[config.mk]
export PLATFORM = sky130hd
export DESIGN_NAME = digit_mux
export DESIGN_NICKNAME = d
export VERILOG_FILES = /design/src/rtl/digit_mux.sv
export SDC_FILE = /design/constraint.sdc
export NUM_CORES = 1
export LEC_CHECK = 0
export ABC_AREA = 1
export CAP_MARGIN = 5
export CORE_MARGIN = 2
export CORE_UTILIZATION = 35
export CTS_BUF_LIST = sky130_fd_sc_hd__clkbuf_8
export DETAILED_ROUTE_END_ITERATION = 8
export GPL_TIMING_DRIVEN = 1
export PLACE_DENSITY = 0.6
export SLEW_MARGIN = 5
export SYNTH_ARGS = -nofsm -noshare
export SYNTH_HDL_FRONTEND = slang
export SYNTH_SLANG_ARGS = --single-unit
[constraint.sdc]
create_clock -name clk -period 2 [get_ports clk]
set_input_delay 0.2 -clock clk [delete_from_list [all_inputs] [get_ports clk]]
set_output_delay 0.2 -clock clk [all_outputs]
set_load 0.01 [all_outputs]
[src/rtl/digit_mux.sv]
`default_nettype none
// ============================================================================
//  Module   : digit_mux
//  Purpose  : Time-multiplexes NUM_DIGITS hex nibbles onto one shared
//             seven-segment decoder, with per-slot anode blanking and a
//             once-per-frame snapshot of the digit inputs.
//  Revision : 1.0  initial release
// ============================================================================
module digit_mux #(
  parameter int NUM_DIGITS   = 2,
  parameter int DWELL_CYCLES = 24000,
  parameter int BLANK_CYCLES = 480
) (
  input  logic                    clk,
  input  logic                    reset,
  input  logic [4*NUM_DIGITS-1:0] digits,
  output logic [3:0]              s,
  output logic [NUM_DIGITS-1:0]   an_n,
  output logic                    frame_start
);

  localparam int c_cnt_w = (DWELL_CYCLES > 2) ? $clog2(DWELL_CYCLES) : 1;
  localparam int c_idx_w = (NUM_DIGITS > 2) ? $clog2(NUM_DIGITS) : 1;

  localparam logic [c_cnt_w-1:0] c_cnt_last  = c_cnt_w'(DWELL_CYCLES - 1);
  localparam logic [c_cnt_w-1:0] c_cnt_blank = c_cnt_w'(BLANK_CYCLES);
  localparam logic [c_idx_w-1:0] c_idx_last  = c_idx_w'(NUM_DIGITS - 1);

  logic [c_cnt_w-1:0]         r_cnt;
  logic [c_idx_w-1:0]         r_idx;
  logic [NUM_DIGITS-1:0][3:0] r_snap;

  logic w_slot_end;
  logic w_frame_first;

  assign w_slot_end    = (r_cnt == c_cnt_last);
  assign w_frame_first = (r_cnt == '0) && (r_idx == '0);

  // Snapshot is taken while the first slot is still blanked, so s only
  // ever changes under all-anodes-off.
  always_ff @(posedge clk or posedge reset) begin
    if (reset) begin
      r_cnt  <= '0;
      r_idx  <= '0;
      r_snap <= '0;
    end else begin
      if (w_slot_end) begin
        r_cnt <= '0;
        r_idx <= (r_idx == c_idx_last) ? '0 : r_idx + 1'b1;
      end else begin
        r_cnt <= r_cnt + 1'b1;
      end
      if (w_frame_first) begin
        r_snap <= digits;
      end
    end
  end

  always_comb begin
    an_n = '1;
    if (r_cnt >= c_cnt_blank) begin
      an_n[r_idx] = 1'b0;
    end
  end

  assign s = r_snap[r_idx];

  // Gated by reset so the pulse drops in the same cycle reset is asserted.
  assign frame_start = w_frame_first && !reset;

endmodule
`default_nettype wire
==> results by group <==
Outcome
  • Status: completed

Logic synthesis
  • Ys Warns: 0
  • Post-synth ARST share: 100%
  • Avg Inst Size Synth: 6.86 sq um
  • Leading area contributor after synthesis: dfrtp_1
  • Complex-gate fraction of the synthesized area: 1.36%
  • Post-synth EDFFs: 0
  • Synth area leaders: dfrtp_1 (41%), nand2_1 (15%), inv_1 (11%)
  • Ys flop type: dfrtp_1
  • Yosys reg bits: 24
  • Mux cell area share after synthesis: 0%
  • Post-synthesis simple-gate area fraction: 39.3%
  • Mapped Area: 1470 sq um
  • Sequential share of the synthesized area: 40.9%
  • Synth Net Count: 226
  • Most frequent cell after synthesis: nand2_1
  • Post-synth top cells: nand2_1 (59), inv_1 (42), nor2_1 (38)
  • Adder-Cell Fraction of Synth Area: 1.70%
  • Yosys top cell area share: 40.9%
  • Unique masters post-synth: 21
  • Synthesized instance count: 214
  • Xor/xnor share of the synthesized area: 4.17%
  • Largest family of logic cells by synthesized area: simple AND/OR/NAND/NOR gates

Detailed routing
  • Vias per cell: 4.48
  • DRC: 0
  • DRT antenna net count: 0
  • Wire length per cell: 10.6 microns
  • Via Count: 1,282
  • DRT Wirelength: 3.04 mm
  • Drt pass-1 iters: 4
  • Number of DRC markers in iteration 0: 64

STA
  • Unrepaired setup endpoints after global routing: no
  • Post-layout min period: 1780 ps
  • Setup Total Neg Slack: 0 ps
  • Slew @ Worst Pin: 310 ps
  • Final setup vio count: 0
  • Pins Over Slew Limit: 0
  • Slew headroom: 79.4%
  • Maximum clock frequency: 0.563 GHz
  • Worst clock skew: 0.932 ps
  • Min Hold Slack: 352 ps
  • Final Cycle Share: 88.8%
  • Final Hold Viols: 0

Critical path
  • Worst Path Required: 1800 ps
  • Crit path from: r_idx$_DFFE_PP0N_
  • Critical Path Max Stage Delay: 560 ps
  • Crit path kind: reg -> out
  • Worst path cell trace: buf_4 -> o21ai_0 -> clkdlybuf4s50_1
  • CP Launch Type: flip-flop
  • RR Startpoint: r_cnt[0]$_DFF_PP0_
  • CP arrival: 1580 ps
  • CP Max Fanout: 11
  • Slowest CP cell: clkdlybuf4s50_1
  • Crit. End Element: primary output

Pwr
  • Leakage Power: 0.925 nW
  • Overall Power: 0.000838 W
  • Power Density: 474 nW/um^2
  • Peak supply drop: 0.384 mV

Floorplanning
  • IO Count: 17
  • Starting Density: 36.5%
  • Rows: 23
  • Die area: 4730 sq um
  • Die H: 68.8 microns
  • Core area: 4030 sq um
  • Die Width: 68.8 microns

Finish
  • Total Nets Final: 250
  • Layout cells sized above 1: 8.90%
  • Area growth syn-to-layout: 20.2%
  • Diode count: 0
  • Fill count: 434
  • Finished Layout Cells: 286

GRT
  • GRT Overall Usage: 14.9%
  • Largest net degree at the start of global routing: 25
  • Vias in the first global route: 1,140
  • Initial antenna violation count: 0
  • GRT overflow: 0
  • First-pass GRT wire length: 5.21 mm

Place
  • Cells after DPL: 281
  • Buffers on Ports: 16
  • Dpl hpwl: 2.37 mm
  • Routability Congestion: 0.829

CTS
  • CTS tree: yes
  • H-tree levels: 1
  • Clock transition at path regs: 80 ps
  • Clock Latency Late Sink: 260 ps
  • Total CTS buffers: 3
  • Max clock buf depth: 2
  • Sink Count: 24
  • CTS Root Cell: clkbuf_8

Worst hold path
  • Hold Path Class: in -> async

Job
  • Max-Cap Viols: 0
cell usage in the layout, fill, tap and decap left out, drive strengths merged:
| master | synthesis | final |
|---|---|---|
| nand2 | 60 | 60 |
| inv | 44 | 44 |
| nor2 | 43 | 43 |
| dfrtp | 24 | 24 |
| nand3 | 17 | 17 |
| clkdlybuf4s50 | 0 | 13 |
| nand4 | 6 | 6 |
| xor2 | 6 | 6 |
| buf | 2 | 6 |
| o21ai | 4 | 4 |
| clkbuf | 1 | 3 |
| nor3 | 3 | 3 |
| ha | 2 | 2 |
| dlymetal6s2s | 0 | 2 |
| xnor2 | 1 | 1 |
| nand3b | 1 | 1 |
| dlygate4sd2 | 0 | 1 |
cell type report:
cell class / instances / area, sq um / share of cell area, %
tap: 50 / 62.6 / 3.54
timing repair buffer: 22 / 209 / 11.8
sequential: 24 / 602 / 34.1
clock buffer: 3 / 41.3 / 2.34
inverter: 44 / 165 / 9.36
multi-input combinational: 143 / 686 / 38.8
metrics by stage:
step	util [%]	instance area [sq um]	setup slack [ps]
after floorplan	-	1470	662
after CTS	43.2	1740	18.5
final	43.8	1770	225
after detailed placement	42.2	1700	249
after global placement	42.2	1700	248
after global routing	43.8	1770	65.5
cells by family (layout without fill, tap and decap cells):
group                      after synthesis  after routing
AOI/OAI and AO/OA                        4              4
xor gates and xnor gates                 7              7
adders and majority gates                2              2
buffers and inverters                   47             69
DFF                                     24             24
and+or+nand+nor                        130            130
power by group:
group | internal [W] | switching, W | total [W]
sequential | 0.000493 | 0.00000337 | 0.000496
combinational | 0.0000306 | 0.0000269 | 0.0000575
clock | 0.000135 | 0.000149 | 0.000284
total | 0.000658 | 0.000179 | 0.000838
worst max-delay path, delay by kind of cell, from the launching register on:
| family | cells | cell delay, ps |
|---|---|---|
| buffers and inverters | 2 | 730 |
| flip-flops | 1 | 380 |
| AO/OA/AOI/OAI | 1 | 190 |
what timing repair did:
item,4_1_cts,5_1_grt
gates resized for setup,1,4
buffers inserted,0,2
hold buffers,0,0
pin swaps,0,0
endpoints found under the setup margin,1,2
flip-flops by register name, indices dropped and copies added (netlist names):
signal,cells
r_idx,1
r_snap,8
r_cnt,15
routing by layer:
layer,GRT usage (%),vias to the layer above,share of wire [%]
met5,0,-,0
met4,4.90,0,0.95
met3,3.90,2,3.6
met2,21.5,23,44
met1,21.4,576,51
li1,-,681,-
final timing paths:
| check | endpoint | slack (ps) | cells past startpoint |
|---|---|---|---|
| max | s[2] | 220 | 3 |
| min | r_cnt[4]$_DFF_PP0_ | 350 | 3 |
| max reg2reg | r_cnt[11]$_DFF_PP0_ | 380 | 6 |
| min reg2reg | r_cnt[0]$_DFF_PP0_ | 530 | 1 |
| max in group asynchronous | r_cnt[7]$_DFF_PP0_ | 1380 | 3 |
| min in group clk | r_cnt[0]$_DFF_PP0_ | 530 | 1 |
No activity file was read; power rests on OpenSTA's default activity.
